==> src/rtl/sec32_pkg.sv <==
// rtl/sec32_pkg.sv - shared constants, skid-state enum and check-bit generator for sec32 encoding
package sec32_pkg;

    localparam int DATA_W  = 32;
    localparam int CHK_W   = 8;
    localparam int ENTRY_W = DATA_W + CHK_W;

    typedef enum logic [1:0] {
        SKID_EMPTY = 2'd0,
        SKID_ONE   = 2'd1,
        SKID_FULL  = 2'd2
    } skid_state_t;

    function automatic logic [CHK_W-1:0] sec32_check(input logic [DATA_W-1:0] d);
        logic [CHK_W-1:0] c;
        c[0] = (^d[23:16]) ^ d[0] ^ d[4] ^ d[8]  ^ d[12];
        c[1] = (^d[31:24]) ^ d[1] ^ d[5] ^ d[9]  ^ d[13];
        c[2] = (^d[19:16]) ^ (^d[27:24]) ^ d[2] ^ d[6] ^ d[10] ^ d[14];
        c[3] = (^d[23:20]) ^ (^d[31:28]) ^ d[3] ^ d[7] ^ d[11] ^ d[15];
        c[4] = (^d[7:0])   ^ d[16] ^ d[20] ^ d[24] ^ d[28];
        c[5] = (^d[15:8])  ^ d[17] ^ d[21] ^ d[25] ^ d[29];
        c[6] = (^d[3:0])   ^ (^d[11:8])  ^ d[18] ^ d[22] ^ d[26] ^ d[30];
        c[7] = (^d[7:4])   ^ (^d[15:12]) ^ d[19] ^ d[23] ^ d[27] ^ d[31];
        return c;
    endfunction

endpackage

==> src/rtl/sec32_skid.sv <==
// rtl/sec32_skid.sv - two-entry skid buffer with registered in_ready and out_valid
module sec32_skid
    import sec32_pkg::*;
(
    input  logic               clk,
    input  logic               rst_n,
    input  logic               in_valid,
    output logic               in_ready,
    input  logic [ENTRY_W-1:0] in_entry,
    output logic               out_valid,
    input  logic               out_ready,
    output logic [ENTRY_W-1:0] out_entry
);

    skid_state_t        state, state_nxt;
    logic [ENTRY_W-1:0] head, tail;
    logic               load_head, head_from_tail, load_tail;
    logic               acc, emit;

    assign acc       = in_valid && in_ready;
    assign emit      = out_valid && out_ready;
    assign out_entry = head;

    // head is always the word on the output; tail only holds the overflow word in FULL
    always_comb begin
        state_nxt      = state;
        load_head      = 1'b0;
        head_from_tail = 1'b0;
        load_tail      = 1'b0;
        case (state)
            SKID_EMPTY: begin
                if (acc) begin
                    load_head = 1'b1;
                    state_nxt = SKID_ONE;
                end
            end
            SKID_ONE: begin
                if (acc && emit) begin
                    load_head = 1'b1;
                end else if (acc) begin
                    load_tail = 1'b1;
                    state_nxt = SKID_FULL;
                end else if (emit) begin
                    state_nxt = SKID_EMPTY;
                end
            end
            SKID_FULL: begin
                if (emit) begin
                    load_head      = 1'b1;
                    head_from_tail = 1'b1;
                    state_nxt      = SKID_ONE;
                end
            end
            default: state_nxt = SKID_EMPTY;
        endcase
    end

    always_ff @(posedge clk or negedge rst_n) begin
        if (!rst_n) begin
            state     <= SKID_EMPTY;
            head      <= '0;
            tail      <= '0;
            in_ready  <= 1'b1;
            out_valid <= 1'b0;
        end else begin
            state     <= state_nxt;
            in_ready  <= (state_nxt != SKID_FULL);
            out_valid <= (state_nxt != SKID_EMPTY);
            if (load_head) begin
                head <= head_from_tail ? tail : in_entry;
            end
            if (load_tail) begin
                tail <= in_entry;
            end
        end
    end

endmodule

==> src/rtl/sec32_encoder_pipe.sv <==
// rtl/sec32_encoder_pipe.sv - SEC check-bit encoder with error injection and skid-buffered output
module sec32_encoder_pipe
    import sec32_pkg::*;
#(
    parameter int CNT_W = 16
) (
    input  logic              clk,
    input  logic              rst_n,
    input  logic              in_valid,
    output logic              in_ready,
    input  logic [31:0]       in_data,
    output logic              out_valid,
    input  logic              out_ready,
    output logic [31:0]       out_data,
    output logic [7:0]        out_check,
    output logic              out_chk_en,
    input  logic              inj_en,
    input  logic [5:0]        inj_bit,
    output logic [CNT_W-1:0]  word_cnt,
    output logic [CNT_W-1:0]  inj_cnt
);

    logic [CHK_W-1:0]   check;
    logic               do_flip;
    logic [ENTRY_W-1:0] flip_mask;
    logic [ENTRY_W-1:0] in_entry, out_entry;
    logic               acc, emit;

    // check bits are taken from the clean word, so an injected flip shows up as a syndrome
    assign check     = sec32_check(in_data);
    assign do_flip   = inj_en && (inj_bit < 6'd40);
    assign flip_mask = do_flip ? (ENTRY_W'(1) << inj_bit) : '0;
    assign in_entry  = {check, in_data} ^ flip_mask;

    assign acc  = in_valid && in_ready;
    assign emit = out_valid && out_ready;

    sec32_skid u_skid (
        .clk       (clk),
        .rst_n     (rst_n),
        .in_valid  (in_valid),
        .in_ready  (in_ready),
        .in_entry  (in_entry),
        .out_valid (out_valid),
        .out_ready (out_ready),
        .out_entry (out_entry)
    );

    assign {out_check, out_data} = out_entry;
    assign out_chk_en            = out_valid;

    always_ff @(posedge clk or negedge rst_n) begin
        if (!rst_n) begin
            word_cnt <= '0;
            inj_cnt  <= '0;
        end else begin
            if (emit) begin
                word_cnt <= word_cnt + 1'b1;
            end
            if (acc && do_flip) begin
                inj_cnt <= inj_cnt + 1'b1;
            end
        end
    end

endmodule

==> config.mk <==
export PLATFORM = sky130hd
export DESIGN_NAME = sec32_encoder_pipe
export DESIGN_NICKNAME = d
export VERILOG_FILES = /design/src/rtl/sec32_pkg.sv /design/src/rtl/sec32_skid.sv /design/src/rtl/sec32_encoder_pipe.sv
export SDC_FILE = /design/constraint.sdc
export NUM_CORES = 1
export LEC_CHECK = 0
export CAP_MARGIN = 20
export CORE_MARGIN = 3
export CORE_UTILIZATION = 40
export CTS_CLUSTER_SIZE = 14
export DETAILED_ROUTE_END_ITERATION = 8
export PLACE_DENSITY_LB_ADDON = 0.25
export SETUP_SLACK_MARGIN = 0.05
export SYNTH_ARGS = -nofsm -noshare
export SYNTH_HDL_FRONTEND = slang
export SYNTH_SLANG_ARGS = --single-unit
==> constraint.sdc <==
create_clock -name clk -period 1.7 [get_ports clk]
set_input_delay 0.34 -clock clk [delete_from_list [all_inputs] [get_ports clk]]
set_output_delay 0.34 -clock clk [all_outputs]
set_load 0.02 [all_outputs]
# Word level (Yosys, flattened, before mapping)
# Index checks and enable logic that the tools add are counted.
[word_totals] latchBits=0 mem_bits_ro=0 regBits=116 mem_bits_rw=0 out_inout_bits=75 elab_cells=85 memories=0
[classes] n_mul=0 n_bitwise=37 eq_ne=3 div_mod_pow=0 mux=15 reduce_logical=19 magnitude_cmp=1 shift=1 add_sub_neg=2
[ops] op="$mux W40" n=2
[ops] op="$shl A1 B6 Y40 const A" n=1
[ops] op="$xor A40 B40 Y40" n=1
[ops] op="$xor A1 B1 Y1" n=36
[ops] op="$add A16 B1 Y16 const B" n=2
[ops] op="$reduce_xor A4 Y1" n=8
[ops] op="$reduce_xor A8 Y1" n=4
[ops] op="$mux W2" n=5
[ops] op="$lt A6 B6 Y1 const B" n=1
[ops] op="$mux W1" n=6
[ops] op="$pmux W2 S3" n=1
[ops] op="$logic_and A1 B1 Y1" n=5
[ops] op="$pmux W1 S3" n=1
[ops] op="$eq A2 B1 Y1 const B" n=1
[ops] op="$eq A2 B2 Y1 const B" n=1
[ops] op="$logic_not A2 Y1" n=1
[ops] op="$ne A2 B2 Y1 const B" n=1
[ops] op="$reduce_bool A2 Y1" n=1

# Logic depth before layout (Yosys ltp)
[logic_depth] depth_word=8 mapped_depth=6 mapped_depth_nobuf=5

# Cells and area by module
# Synthesis repeated with hierarchy kept, for this count alone.
[unflattened] cells_unflattened=519 hier_area_um2=6708.9
[modules_own_cells] module="sec32_skid" area_per_inst_um2=4021.4 cells_per_inst=233 n_inst=1
[modules_own_cells] module="sec32_encoder_pipe" area_per_inst_um2=2687.6 cells_per_inst=286 n_inst=1

# Worst setup path before layout
# No wires, ideal clock.
[synth_timing] path_type="register to register" startpoint="reg u_skid.in_ready" endpoint="reg u_skid.head[0], in the netlist u_skid.out_entry[0]" stages_incl_launch_ff=7 n_path_buf=1 arrival_time_ns=1.517 path_slack_ns=0.051 setup_time_ns=0.132 cell_sequence="dfstp_2 nand2_1 a211o_1 o21a_1 buf_2 a22oi_1 o21ai_1"
[synth_between] elab_chain_len=4 elab_cells_between_ends=5 cone_classes="mux (3); reduce/logical (2)"
[synth_rtl] item="start, declared" line="sec32_skid.sv:8" source="output logic in_ready,"
[synth_rtl] item="start signal, assigned" line="sec32_skid.sv:67" source="in_ready <= (state_nxt != SKID_FULL);"
[synth_rtl] item="$logic_and A1 B1 Y1 (*)" line="sec32_skid.sv:20" source="assign acc = in_valid && in_ready;"
[synth_rtl] item="$logic_and A1 B1 Y1" line="sec32_skid.sv:38" source="if (acc && emit) begin"
[synth_rtl] item="$mux W1" line="sec32_skid.sv:38"
[synth_rtl] item="$pmux W1 S3 (*)" line="sec32_skid.sv:30" source="case (state)"
[synth_rtl] item="end signal, assigned" line="sec32_skid.sv:70" source="head <= head_from_tail ? tail : in_entry;"
[synth_rtl] item="end, declared" line="sec32_skid.sv:16" source="logic [ENTRY_W-1:0] head, tail;"
# Mark *: on every way between the ends. The rest lies on a longest branch, timed or not.
# A chain may end at the register's enable or synchronous reset.

# Final worst setup path
[layout_timing] startpoint="reg u_skid.in_ready" endpoint="reg u_skid.head[33], in the netlist u_skid.out_entry[33]"
# Same word-level chain as after synthesis.

==> metrics.cfg <==
[outcome]
status = finished clean

[critical_path]
path_max_fanout = 20
worstPathRequired_ps = 1990
path_buf_inv = 1
crit_slowest_cell = dfstp_2
critPathKind = register to register
end_kind = register
reg2reg_from = u_skid.in_ready
startpoint_type = register
rr_endpoint = u_skid.out_entry[33]
crit_arrival_ps = 1940
path_delay_family = compound AO/OA/AOI/OAI gates
cpPeakStageDelay_ps = 560
cp_cell_sequence = nand2_2 > a211o_1 > o21a_4 > clkbuf_16 > a22oi_1 > o21ai_1
ff2ff_path_depth = 6
rrSetupSlack_ps = 50

[global_route]
grt_max_degree = 49
grt-ovfl-total = 0
antenna_found_initial = 0
grtUsageTotal_pct = 20.3
grt_pass1_wl_um = 26000
grt_pass1_vias = 5083

[detailed_routing]
wire_per_inst_um = 18.3
drtPass1Iterations = 5
drtAntennaViolNets = 0
first_iter_violations = 332
vias = 5043
viasPerCell = 5.23
drc = 0
wirelength_um = 17600

[yosys]
synth_nets = 621
synth_area_um2 = 5900
ys_seq_area_share_pct = 49.2
syn_inst = 576
synth-async-reset-ratio_pct = 100
ys_ff_latch = 116
ys_types = 44
synth_flop_cell = dfrtp_1
syn_avg_cell_area_um2 = 10.2
synth-edff-count = 0
synth_warnings = 0

[placement]
place_ws_ps = -376
gp_congestion = 0.846
post_dp_cell_area_um2 = 7760
dp_hpwl_um = 11300
port-buffer-count = 117

[floorplan]
die_h_um = 127
die_area_um2 = 16200
start_util_pct = 41.7
pin_count = 118
die-width_um = 127
coreArea_um2 = 14100
core.rowCount = 43

[final_layout]
n_antenna_cell = 0
n_fill_cell = 1175
final_area_um2 = 8770
final_common_cell = dfrtp_1
area_growth_pct = 48.7
layout.nets = 816
final_cell_mix = 115 x dfrtp_1, 106 x xnor2_1, 74 x dlygate4sd2_1
finalCoreUtilization_pct = 62.0
layout-drive-gt1-share_pct = 23.1

[timing]
min_period_ps = 1650
fin_tns_setup_ps = 0
fmax_mhz = 605
finalMaxSlewViolations = 0
hold_viol = 0
rsz0062_at_grt = yes
fin_skew_ps = 8.83
worst_pin_slew_ps = 523
final-setup-viol-count = 0
final.period_utilization_pct = 97.2
relSlewSlack_pct = 65.1
fin_hold_ws_ps = 436
final.setup.worst_slack_ps = 48.2

[clocking]
cts_buffers = 17
cts_sinks = 116
htree_levels = 4
clk_pin_slew_ps = 60
clock-root-buffer = clkbuf_16
cts_tree = done
clk_latency_ps = 430
cts_buffer_depth = 2

[pwr]
pwr_density_cell_nw_per_um2 = 1540
leakagePower_nw = 3.87
ir_drop_v = 0.000941

[min_path]
hold_class = primary input to asynchronous set/reset pin

[job]
max_cap_viol_count = 0

[repair_timing]
action	in CTS	in global routing
cloned	0	11
gates resized for setup	81	63
setup endpoints to repair	104	89
hold buffers	1	0
endpoints found under the hold margin	34	0
pin swaps	0	6
setup buffers	0	3
[where the power goes]
| part | switching [W] | leakage [nW] | total [W] | internal [W] |
|---|---|---|---|---|
| Combinational | 0.00286 | 2.11 | 0.00514 | 0.00227 |
| Sequential | 0.000813 | 1.47 | 0.00464 | 0.00383 |
| Clock | 0.00138 | 0.285 | 0.00373 | 0.00235 |
| Total | 0.00506 | 3.87 | 0.0135 | 0.00845 |
[cell families after synthesis]
family	Yosys count	share of synthesized area [%]
DFF	116	49.2
AOI/OAI and AO/OA	129	12.9
xor gates and xnor gates	134	19.9
and+or+nand+nor	165	14.9
adders and majority gates	2	0.424
buffers and inverters	30	2.61
[worst max-delay path by stage]
stage,startpoint,to,depth (start not counted)
after global placement,inj_en,u_skid.tail[16],6
after detailed placement,inj_en,u_skid.tail[18],6
after floorplan,u_skid.in_ready,u_skid.out_entry[0],6
final,u_skid.in_ready,u_skid.out_entry[33],6
after CTS,u_skid.in_ready,u_skid.out_entry[10],6
after global routing,u_skid.in_ready,u_skid.out_entry[33],6
[Yosys cell counts, types with 2 or more instances]
master    instances  area, um^2
xnor2_1         108         946
a22oi_1          40         300
and4bb_2          2        25.0
and2_1            3        18.8
nand2b_1          4        25.0
and4_1            3        26.3
o21ai_1          66         330
o21ai_0          15        75.1
buf_4             3        22.5
xor2_1           26         228
clkbuf_1         16        60.1
dfrtp_1         115        2880
and2b_1           2        15.0
buf_6             3        33.8
nor3b_2           4        50.1
nand3b_1          3        22.5
nor4_1            3        18.8
buf_2             6        30.0
o21a_1            2        15.0
a21oi_1           2        10.0
nand4_1          10        62.6
nand3_1          11        55.1
nor2_1           17        63.8
ha_1              2        25.0
nand2_1          83         312
nor3_1            5        25.0
nor3_2            4        40.0
inv_1             2        7.51
[cell type report]
class / count / area, um^2 / area share, %
Sequential cell: 116 / 2900 / 33.1
Clock buffer: 18 / 439 / 5.01
Multi-Input combinational cell: 430 / 3050 / 34.8
Clock inverter: 14 / 176 / 2.01
Timing Repair Buffer: 204 / 1970 / 22.4
Tap cell: 180 / 225 / 2.57
Inverter: 2 / 7.51 / 0.0856
[metrics by stage]
step | std cells | total power, W
detailed placement | 917 | 0.00944
CTS | 950 | 0.0128
finish | 964 | 0.0135
floorplan | 576 | 0.00719
global route | 964 | 0.0142
global placement | 917 | 0.00928
[flip-flops by register name, summed over array words and instances (netlist names)]
signal            flops
u_skid.out_entry     40
u_skid.tail          40
inj_cnt              16
word_cnt             16
u_skid.state          2
u_skid.in_ready       1
u_skid.out_valid      1
[layer usage]
layer,global-route usage [%],vias up,part of all wire [%]
li1,-,2380,-
met1,25.8,2486,43
met2,33.2,157,50
met3,5.98,20,6.3
met4,6.69,0,1.1
met5,0,-,0
Note: power is estimated with default switching activity, not from simulation.
